===== src/rtl/fir_sample_feeder.sv =====
// Buffers upstream samples and emits one per DIV-cycle strobe; outputs registered, one cycle after the prescaler hits DIV-1.
// Upstream is stalled by oInReady when the FIFO is full; an empty FIFO at a strobe yields a zero sample and a sticky underrun.
module fir_sample_feeder #(
  parameter int DATA_W = 3,
  parameter int DIV    = 20,
  parameter int DEPTH  = 4,
  parameter int PRIME  = 2
) (
  input  logic                       iClk12M,
  input  logic                       iRst,
  input  logic                       iEnable,
  input  logic                       iInValid,
  input  logic [DATA_W-1:0]          iInData,
  output logic                       oInReady,
  input  logic                       iClrErr,
  output logic                       oEnSample600k,
  output logic                       oEnDelay,
  output logic [DATA_W-1:0]          oFirIn,
  output logic                       oUnderrun,
  output logic [$clog2(DEPTH):0]     oFifoLevel
);

  localparam int AW = (DEPTH > 1) ? $clog2(DEPTH) : 1;
  localparam int LW = $clog2(DEPTH) + 1;
  localparam int PW = $clog2(DIV);

  typedef enum logic [1:0] {S_IDLE, S_PRIME, S_RUN} state_e;

  state_e            state_q, state_d;
  logic [PW-1:0]     presc_q, presc_d;
  logic [AW-1:0]     wr_ptr_q, wr_ptr_d;
  logic [AW-1:0]     rd_ptr_q, rd_ptr_d;
  logic [LW-1:0]     level_q, level_d;
  logic [DATA_W-1:0] mem_q [DEPTH];
  logic              en_q, en_d;
  logic [DATA_W-1:0] fir_q, fir_d;
  logic              under_q, under_d;

  logic tick, push, pop, empty;

  assign empty    = (level_q == '0);
  assign oInReady = (level_q != LW'(DEPTH));
  assign tick     = (state_q == S_RUN) && (presc_q == PW'(DIV - 1));
  assign push     = iInValid && oInReady;
  // A same-cycle push never rescues an empty FIFO: pop looks only at the registered level.
  assign pop      = tick && !empty;

  always_comb begin
    state_d = state_q;
    case (state_q)
      S_IDLE:  if (iEnable) state_d = S_PRIME;
      S_PRIME: begin
        if (!iEnable)                    state_d = S_IDLE;
        else if (level_q >= LW'(PRIME))  state_d = S_RUN;
      end
      S_RUN:   if (!iEnable) state_d = S_IDLE;
      default: state_d = S_IDLE;
    endcase
  end

  always_comb begin
    presc_d = '0;
    if (state_q == S_RUN && state_d == S_RUN) begin
      presc_d = tick ? '0 : presc_q + PW'(1);
    end
  end

  always_comb begin
    wr_ptr_d = wr_ptr_q;
    rd_ptr_d = rd_ptr_q;
    level_d  = level_q;
    if (push) wr_ptr_d = wr_ptr_q + AW'(1);
    if (pop)  rd_ptr_d = rd_ptr_q + AW'(1);
    case ({push, pop})
      2'b10:   level_d = level_q + LW'(1);
      2'b01:   level_d = level_q - LW'(1);
      default: level_d = level_q;
    endcase
  end

  always_comb begin
    en_d    = tick;
    fir_d   = fir_q;
    under_d = under_q;
    if (tick) fir_d = empty ? '0 : mem_q[rd_ptr_q];
    if (iClrErr) under_d = 1'b0;
    if (tick && empty) under_d = 1'b1;
  end

  always_ff @(posedge iClk12M or posedge iRst) begin
    if (iRst) begin
      state_q  <= S_IDLE;
      presc_q  <= '0;
      wr_ptr_q <= '0;
      rd_ptr_q <= '0;
      level_q  <= '0;
      en_q     <= 1'b0;
      fir_q    <= '0;
      under_q  <= 1'b0;
    end else begin
      state_q  <= state_d;
      presc_q  <= presc_d;
      wr_ptr_q <= wr_ptr_d;
      rd_ptr_q <= rd_ptr_d;
      level_q  <= level_d;
      en_q     <= en_d;
      fir_q    <= fir_d;
      under_q  <= under_d;
    end
  end

  always_ff @(posedge iClk12M) begin
    if (push) mem_q[wr_ptr_q] <= iInData;
  end

  assign oEnSample600k = en_q;
  assign oEnDelay      = en_q;
  assign oFirIn        = fir_q;
  assign oUnderrun     = under_q;
  assign oFifoLevel    = level_q;

endmodule


===== config.mk =====
export PLATFORM = sky130hd
export DESIGN_NAME = fir_sample_feeder
export DESIGN_NICKNAME = d
export VERILOG_FILES = /design/src/rtl/fir_sample_feeder.sv
export SDC_FILE = /design/constraint.sdc
export NUM_CORES = 1
export LEC_CHECK = 0
export ABC_CLOCK_PERIOD_IN_PS = 2700
export CAP_MARGIN = 20
export CELL_PAD_IN_SITES_DETAIL_PLACEMENT = 1
export CELL_PAD_IN_SITES_GLOBAL_PLACEMENT = 1
export CORE_MARGIN = 1
export CORE_UTILIZATION = 32
export DETAILED_ROUTE_END_ITERATION = 12
export GPL_TIMING_DRIVEN = 0
export PLACE_DENSITY = 0.59
export REMOVE_ABC_BUFFERS = 1
export SYNTH_ARGS = -nofsm -noshare
export SYNTH_HDL_FRONTEND = slang
export SYNTH_SLANG_ARGS = --single-unit
export TNS_END_PERCENT = 30

===== constraint.sdc =====
create_clock -name iClk12M -period 2.7 [get_ports iClk12M]
set_input_delay 0.405 -clock iClk12M [delete_from_list [all_inputs] [get_ports iClk12M]]
set_output_delay 0.405 -clock iClk12M [all_outputs]
set_load 0.02 [all_outputs]

# Yosys cells after proc, flatten, opt, wreduce, memory -nomap -nowiden
# Memories as Yosys holds them, arrays and structs flattened.
# Index checks and enable logic that the tools add are counted.
word_totals:
  latch_bits: 0
  output_inout_bits: 10
  memories: 1
  wordCells: 45
  in_bits: 8
  ram_bits: 12
  register_bits: 19
  romBits: 0
classes:
  n_eq_ne: 7
  n_reduce_logical: 10
  bitwise_logic: 0
  n_div: 0
  n_addsub: 5
  multipliers: 0
  shifts: 0
  muxes: 13
  order_cmp: 1
memory_table:
  columns: ["memory", "words", "word_bits", "read_ports", "rd_clocked_by_memory_dff", "write_ports", "line", "text"]
  rows:
  - ["mem_q", 4, 3, 1, 0, 1, "34", "logic [DATA_W-1:0] mem_q [DEPTH];"]
ops:
  columns: ["cell", "count"]
  rows:
  - ["$mux W5", 2]
  - ["$mux W2", 4]
  - ["$eq A2 B2 Y1 const B", 3]
  - ["$pmux W2 S3", 1]
  - ["$pmux W3 S2", 1]
  - ["$add A5 B1 Y5 const B", 1]
  - ["$eq A5 B5 Y1 const B", 1]
  - ["$logic_and A1 B1 Y1", 5]
  - ["$add A2 B1 Y2 const B", 2]
  - ["$eq A2 B1 Y1 const B", 2]
  - ["$mux W1", 4]
  - ["$reduce_bool A2 Y1", 2]
  - ["$add A3 B1 Y3 const B", 1]
  - ["$ge A3 B2 Y1 const B", 1]
  - ["$logic_not A3 Y1", 1]
  - ["$mux W3", 1]
  - ["$ne A3 B3 Y1 const B", 1]
  - ["$sub A3 B1 Y3 const B", 1]
  - ["$logic_not A2 Y1", 1]
  - ["$logic_not A1 Y1", 1]

# Logic depth before layout (Yosys ltp)
# Gate-level depths: netlist (run 1).
logic_depth:
  ltp_word: 7
  ltp_mapped: 9
  depth_no_buf: 9

# Least setup slack after synthesis (run 1)
# No wires, ideal clock.
synth_path:
  path_type: "register to register"
  from: "reg level_q[2], in the netlist oFifoLevel[2]"
  to: "reg level_q[2], in the netlist oFifoLevel[2]"
  stages_incl_launch_ff: 10
  period_less_slack_ns: 2.248
  setup_ns: 0.080
  arrival_time_ns: 2.168
  slack_ns: 0.452
  path_buffers: 0
  required_time_ns: 2.620
  path_cell_list: "dfrtp_1 > or3b_4 > and2_4 > inv_1 > ha_1 > inv_1 > fa_1 > xor2_1 > nor2_1 > xor2_1"
synth_between:
  elab_cells_between_ends: 11
  cone_classes: "add/sub (2); eq/ne (3); mux (1); reduce/logical (5)"
synth_lines:
  columns: ["element", "line", "text"]
  rows:
  - ["from (decl)", "33", "logic [LW-1:0] level_q, level_d;"]
  - ["from (signal assigned)", "105", "level_q <= level_d;"]
  - ["$ne A3 B3 Y1 (*)", "42", "assign oInReady = (level_q != LW'(DEPTH));"]
  - ["named net oInReady", "14", "output logic oInReady,"]
  - ["$logic_and A1 B1 Y1 (*)", "44", "assign push = iInValid && oInReady;"]
  - ["$eq A2 B1 Y1 or $eq A2 B2 Y1 (tied branches)", "74", "case ({push, pop})"]
  - ["$pmux W3 S2 or $reduce_bool A2 Y1 (tied branches)", null, null]
# The timed path passes the listed nets; every way through them passes the cells marked *.
# A chain may end at the register's enable or synchronous reset.

# Worst setup path in the final report (run 1)
layout_path:
  from: "reg presc_q[0]"
  to: "reg level_q[2], in the netlist oFifoLevel[2]"
layout_between:
  elab_chain_cells: 5
  elab_cells_between_ends: 7
  cone_classes: "eq/ne (3); mux (1); reduce/logical (3)"
layout_rtl:
  columns: ["element", "line", "text"]
  rows:
  - ["from (decl)", "30", "logic [PW-1:0] presc_q, presc_d;"]
  - ["from (signal assigned)", "102", "presc_q <= presc_d;"]
  - ["$eq A5 B5 Y1 (*)", "43", "assign tick = (state_q == S_RUN) && (presc_q == PW'(DIV - 1));"]
  - ["$logic_and A1 B1 Y1 (*)", "43", null]
  - ["$logic_and A1 B1 Y1 (*)", "46", "assign pop = tick && !empty;"]
  - ["named net pop", "39", "logic tick, push, pop, empty;"]
  - ["$eq A2 B1 Y1 or $eq A2 B2 Y1 (tied branches)", "74", null]
  - ["$pmux W3 S2 or $reduce_bool A2 Y1 (tied branches)", null, null]
# Marked as above.

==> impl_results.md, run 1 <==
* Status: completed
* ANT cells at 0
* CTS tree: built
* Metal1 wirelength at 1080 µm
* Unrepaired setup endpoints after global routing: false
* R2R depth at 9
* WP data arrival at 2.61 ns
* Worst hold start: presc_q[0]
* Crit end category: flip-flop
* Area growth syn-to-layout at 25.1%
* Width of the die at 67.3 µm
* Routability congestion estimate at 0.724
* Share of post-route cells with drive strength above 1 at 0.181
* Metal3 WL at 86 µm
* Synth Register Bits at 31
* Placed cells at 158
* Synthesized area at 1370 µm²
* Post-CTS sizing at 0
* Met2 Wirelength at 1230 µm
* Power Density at 860 nW/µm²
* Sequential Power Share at 0.446
* ANT nets after route at 0
* Area leader, netlist: dfrtp_1
* Final Non-Filler Cells at 166
* Pint at 1060 µW
* Worst VDD drop at 397 µV
* Hold Fails Final Rpt at 0
* Min cycle time layout at 2.41 ns
* Max-cap violations at 0
* Core footprint at 4060 µm²
* FF-to-FF End: oFifoLevel[2]
* Pre-CTS WS at 0.229 ns
* Sequential fraction of the synthesis area at 0.612
* CTS Hold Bufs at 0
* Root Driver: clkbuf_8
* Via Count at 815
* Initial DRC Count at 25
* Nets@finish at 130
* Cell Chain, Critical Path: ha_1 > nand4bb_4 > nor3_2 > ha_1 > inv_1 > fa_1 > xor2_1 > nor2_1 > xor2_1
* Clock Path Buffers at 2
* Worst Skew at 0.00525 ns
* Switch share at 0.282
* Synth top area share at 0.348
* Slew Viols, Final at 0
* Final WS setup at 0.288 ns
* Grt total ovfl at 0
* Global-route wire length before repair at 4090 µm
* Fin crit share at 0.893
* Buf/Inv on CP at 1
* Least-Margin Pin Slew at 0.766 ns
* Clock power frac at 0.317
* Crit path from: presc_q[0]
* Worst path slowest cell: nor3_2
* Post-synth ARST share at 0.613
* Comb power frac at 0.237
* Site Rows at 23
* HP Class: reg -> reg
* CP Launch Type: flip-flop
* Main synth FF type: dfrtp_1
* FF-to-FF setup slack at 0.29 ns
* Fin util at 0.421
* CP top delay family: adder cells
* RR Startpoint: presc_q[0]
* Critical path data required time at 2.90 ns
* Overall power at 1470 µW
* Critical Path Stages at 9
* Yosys warns at 0
* GRT Util Overall at 0.126
* Leakage dissipation at 0.000731 µW
* Relative slew slack at 0.488
* Clock latency on the worst-skew pair at 0.28 ns
* Most common cell after layout, fill and taps aside: dfrtp_1
* Final setup vio count at 0
* Initial antenna violation count at 0
* Number of global-route vias before repair at 864
* Kind of critical path: reg -> reg
* Most frequent cells in the layout: dfrtp_1 (19), clkdlybuf4s50_1 (17), edfxtp_1 (12)
* Critical path peak fanout at 5
* Fillers at 434
* Die Area at 4540 µm²
* Worst-path clk slew at 0.06 ns
* Critical Path Max Stage Delay at 0.41 ns
* Peak Freq at 415 MHz
* Post-CTS Setup Bufs at 0
* EDFF count, synth at 12
* Post-Route Setup TNS at 0 ns
* Die H at 67.3 µm
* DR pass1 iterations at 2
* Distinct cells, synth at 29
* Psw at 414 µW
* Largest net degree at the start of global routing at 20
* Starting density of the core at 0.337
* Port Buffers at 17
* Crit path capture: oFifoLevel[2]
* Synthesized instance count at 92
* DPL Wire Length at 1830 µm
* Uppermost routed layer: met4
* Io pins at 18
* CTS Sinks at 31
* Avg Cell Area, Syn at 14.9 µm²
* Vias per cell at 4.91
* Largest cells by area after synthesis: dfrtp_1 (35%), edfxtp_1 (26%), ha_1 (5.5%)
* DRC Markers at 0
* Num CTS Buffers at 5
* Routed len/inst at 14.5 µm
* Total wire length at 2410 µm
* # H-tree levels at 2
## cell usage after synthesis (2+ instances only)
master	instances
a22o_1	3
and3_2	4
dfrtp_1	19
edfxtp_1	12
ha_1	6
inv_1	8
mux4_2	3
nand2b_1	2
nand3_1	3
nor2_1	5
o21ai_0	2
xnor2_1	3
xor2_1	6
## power by group through the flow
stage                     logic, µW  registers [µW]  clock network [µW]
final                           348             655                 466
after global routing            392             666                 501
after CTS                       359             656                 481
after detailed placement        359             665                   0
after global placement          348             659                   0
after floorplan                 213             671                   0
## worst min path at each step
stage	endpoint	slack (ns)	depth (start not counted)
finish	presc_q[0]	0.47	1
global route	presc_q[0]	0.50	1
CTS	presc_q[0]	0.48	1
detailed placement	presc_q[0]	0.47	1
global placement	presc_q[0]	0.45	1
floorplan	oEnDelay	0.36	1
## final cells by class
cell class                      instances  area, µm²  share of cell area
Timing Repair Buffer                   17        170              0.0996
Clock inverter                          2       35.0              0.0205
Inverter                                8       30.0              0.0176
Tap cell                               50       62.6              0.0366
Multi-Input combinational cell         52        493               0.288
Clock buffer                            6       82.6              0.0483
Sequential cell                        31        836               0.489
## sequential cells by signal, summed over array words and instances, names as in the netlist
signal / flops
oUnderrun: 1
rd_ptr_q: 2
state_q: 2
oEnDelay: 1
oFirIn: 3
oFifoLevel: 3
mem_q: 12
presc_q: 5
wr_ptr_q: 2
## worst register-to-register path, delay by kind of cell, from the launching register on
| kind | cells | cell delay (ns) |
|---|---|---|
| adder cells (fa/ha/maj) | 3 | 0.92 |
| AND/OR/NAND/NOR | 3 | 0.70 |
| XOR/XNOR | 2 | 0.30 |
| buffers and inverters | 1 | 0.06 |
| flip-flops | 1 | 0.38 |
## metrics by stage
step           hold WS [ns]  area [µm²]
2_1_floorplan         0.356        1360
3_3_place_gp          0.454        1590
5_1_grt               0.497        1710
4_1_cts               0.477        1710
3_5_place_dp          0.469        1590
6_report              0.471        1710
## routing by layer
layer  track usage  vias to the layer above
met5             0                        -
li1              -                      370
met4        0.0399                        0
met3        0.0507                        5
met2         0.199                       14
met1         0.158                      426
## kinds of logic after synthesis
logic type / share of synthesized area
buf+inv: 0.0275
xor+xnor: 0.0577
simple gates: 0.133
mux: 0.0678
compound gates: 0.0330
flops: 0.612
fa+ha+maj: 0.0696
Note: power is estimated with default switching activity, not from simulation.
==> run 2, diff against run 1 <==
--- a/constraint.sdc
+++ b/constraint.sdc
@@ -3,2 +3,2 @@
 set_output_delay 0.405 -clock iClk12M [all_outputs]
-set_load 0.02 [all_outputs]
+set_load 0.1 [all_outputs]
==> results of run 2 <==
The final DEF is identical to that of run 1. Status: completed.
Among the figures that moved: setup slack after layout 0.288 ns -> 0.117 ns; start point of the critical path presc_q[0] -> oFifoLevel[0]; end point of the critical path oFifoLevel[2] -> oInReady; total power 1470 µW -> 1650 µW; worst IR drop on VDD 397 µV -> 414 µV
==> run 3, diff against run 2 <==
Settings changed: PLACE_DENSITY 0.59 to 0.68, SKIP_CTS_REPAIR_TIMING from default to 1.
==> run 3 against run 2 <==
Net effect: sequential power hardly changed; clock-buffer cell count stayed put; critical endpoint unchanged; final cell count stayed put; clock power is 27% lower; largest power group unchanged; routed wire length is 0.66% lower.
==> impl_results.md, run 3 (synthesized netlist as in run 1, its figures left out) <==
* Status: completed
* Port Buffers at 17
* Placed cells at 158
* Worst-path clk slew at 0.07 ns
* Grt total ovfl at 0
* Die H at 67.3 µm
* # H-tree levels at 2
* Critical path peak fanout at 6
* Fin util at 0.412
* Most frequent cells in the layout: dfrtp_1 (19), clkdlybuf4s50_1 (17), edfxtp_1 (12)
* Least-Margin Pin Slew at 0.977 ns
* DRC Markers at 0
* Num CTS Buffers at 5
* Comb power frac at 0.351
* Worst Skew at 0.00336 ns
* DR pass1 iterations at 4
* Vias per cell at 4.50
* Final WS setup at 0.121 ns
* Top flop regs: mem_q x12, presc_q x5
* Starting density of the core at 0.337
* GRT Util Overall at 0.129
* Final setup vio count at 0
* Die Area at 4540 µm²
* Site Rows at 23
* ANT cells at 0
* Final Non-Filler Cells at 166
* Nets@finish at 130
* Fin crit share at 0.955
* ANT nets after route at 0
* Worst VDD drop at 447 µV
* CTS Sinks at 31
* Clock latency on the worst-skew pair at 0.27 ns
* Io pins at 18
* HP Class: reg -> reg
* Hold Fails Final Rpt at 0
* Leakage dissipation at 0.000710 µW
* Core footprint at 4060 µm²
* Slew Viols, Final at 0
* Power Density at 918 nW/µm²
* Global-route wire length before repair at 3980 µm
* Number of global-route vias before repair at 822
* CP Launch Type: flip-flop
* Min cycle time layout at 2.58 ns
* DPL Wire Length at 1810 µm
* Peak Freq at 388 MHz
* Via Count at 747
* Initial DRC Count at 19
* Total wire length at 2400 µm
* Switch share at 0.390
* Relative slew slack at 0.347
* Reg with most FFs: mem_q
* Max-cap violations at 0
* Crit end category: primary output
* Critical path data required time at 2.30 ns
* Pint at 936 µW
* Width of the die at 67.3 µm
* Sequential Power Share at 0.427
* Routed len/inst at 14.4 µm
* Area growth syn-to-layout at 22.3%
* Routability congestion estimate at 0.669
* CTS tree: built
* Max reg flops at 12
* Root Driver: clkbuf_8
* Clock power frac at 0.222
* Largest net degree at the start of global routing at 20
* Psw at 598 µW
* WP data arrival at 2.17 ns
* Clock Path Buffers at 2
* Most common cell after layout, fill and taps aside: dfrtp_1
* Initial antenna violation count at 0
* Pre-CTS WS at 0.274 ns
* Kind of critical path: reg -> out
* Share of post-route cells with drive strength above 1 at 0.155
* Unrepaired setup endpoints after global routing: false
## run 3: cell types whose count changed in the layout (fill, tap and decap cells not counted), sizes merged
cell / delta
bufinv: -1
clkinv: +1
## run 3: final timing paths
path	end	slack, ns	depth (start not counted)	startpoint
min reg2reg	presc_q[0]	0.48	1	presc_q[0]
max in group asynchronous	oFirIn[2]	1.67	2	iRst
min in group asynchronous	presc_q[2]	0.56	2	iRst
min	presc_q[0]	0.48	1	presc_q[0]
max	oInReady	0.12	2	oFifoLevel[0]
max reg2reg	oFifoLevel[2]	0.29	9	presc_q[0]
## run 3: layer usage
metal  global-route usage  wire [µm]  up-vias  part of all wire
li1                     -          -      367                 -
met1                0.141       1010      363              0.42
met2                0.214       1240       15              0.52
met3               0.0524        122        2             0.051
met4               0.0638         23        0            0.0096
met5                    0          0        -                 0
## run 3: cell type report
cell class | count | area (µm²)
Clock inverter | 2 | 7.51
Multi-Input combinational cell | 52 | 493
Clock buffer | 6 | 72.6
Sequential cell | 31 | 836
Tap cell | 50 | 62.6
Fill cell | 418 | 2390
Timing Repair Buffer | 17 | 170
Inverter | 8 | 30.0
## run 3: metrics by stage
| step | setup TNS, ns | hold WS [ns] | total power [µW] | instance area, µm² |
|---|---|---|---|---|
| finish | 0 | 0.476 | 1530 | 1670 |
| floorplan | -0.305 | 0.356 | 1060 | 1360 |
| CTS | 0 | 0.479 | 1560 | 1670 |
| detailed placement | 0 | 0.470 | 1210 | 1590 |
| global placement | 0 | 0.453 | 1180 | 1590 |
| global route | 0 | 0.517 | 1620 | 1670 |
## run 3: critical path, stage by stage, from the launching register on
cell	delay, ns
dfrtp_1	0.46
or3b_4	0.45
clkdlybuf4s50_1	0.98
## run 3: power groups by stage
stage	Sequential, µW	Combinational, µW	Clock (µW)
6_report	655	538	341
5_1_grt	670	584	370
4_1_cts	660	547	352
3_5_place_dp	668	544	0
3_3_place_gp	660	523	0
2_1_floorplan	811	249	0
==> RTL change (flow settings as in run 2) <==
Change the parameter `DATA_W` from 3 to 6.
--- a/src/rtl/fir_sample_feeder.sv
+++ b/src/rtl/fir_sample_feeder.sv
@@ -2,5 +2,5 @@
 // Upstream is stalled by oInReady when the FIFO is full; an empty FIFO at a strobe yields a zero sample and a sticky underrun.
 module fir_sample_feeder #(
-  parameter int DATA_W = 3,
+  parameter int DATA_W = 6,
   parameter int DIV    = 20,
   parameter int DEPTH  = 4,
Interface: changed (resized iInData and oFirIn); port bits go from 18 to 24. The function was not compared with the original's and may differ.
==> RTL change against run 2 <==
Power up 19%; area after synthesis up 43%; sequential cell count up 15; final cell count up 34%; cell area up 38%; critical path depth unchanged; combinational power up 10%; maximum frequency up 8.9%; wire length up 51%; worst setup slack better by 0.21 ns; via count up 28%; hold slack better by 0.011 ns; largest cell class unchanged; largest power group unchanged.
==> RTL change: results <==
{
  "status": "finished clean",
  "irDropWorstVdd_uv": 449,
  "tightest_slew_ns": 0.970,
  "synth_xor_area_share_pct": 4.43,
  "track_usage_pct": 13.4,
  "async_flop_share_pct": 47.8,
  "path_max_fanout": 7,
  "crit_start": "oFifoLevel[2]$_DFFE_PP0P_",
  "first_pass_iters": 4,
  "vias": 1043,
  "r2r_setup_slack_ns": 0.35,
  "cts.clk_slew.worst_paths_ns": 0.08,
  "drive_gt1_share_pct": 18.4,
  "max_freq_mhz": 421,
  "drt_iter0_drc": 53,
  "p_leak_uw": 0.000944,
  "whs_ns": 0.482,
  "place_hpwl_mm": 2.59,
  "routed-wl-met2_mm": 1.96,
  "largest_reg_flops": 24,
  "wirelength_mm": 3.64,
  "crit_path_top_delay_cell": "dlygate4sd2_1",
  "synth-compound-area-share_pct": 4.49,
  "routabilityCongestion": 0.709,
  "use_met1_pct": 15.5
}
==> RTL change: cell count changes in the layout (fill, tap and decap cells not counted), moves of 3 or more <==
cell and change:
edfxtp_1 +12, a22o_1 +3, mux4_2 +3, buf_4 +3, clkdlybuf4s50_1 +5, dfrtp_1 +3
==> RTL change: power breakdown <==
group,switching [uW],internal (uW)
logic,402,179
clock network,228,206
registers,79.5,868
total,709,1250
==> RTL change: cell type report <==
cell class | instances | area, sq um
Clock buffer | 6 | 82.6
Clock inverter | 2 | 12.5
Fill cell | 601 | 3530
Inverter | 8 | 30.0
Multi-Input combinational cell | 59 | 611
Sequential cell | 46 | 1270
Tap cell | 75 | 93.8
Timing Repair Buffer | 26 | 251
==> RTL change: repair_timing <==
| action | CTS | global route |
|---|---|---|
| setup endpoints to repair | 1 | 1 |
| cloned | 0 | 0 |
| resized for setup | 1 | 0 |
| setup buffers | 0 | 3 |
| pin swaps | 0 | 1 |
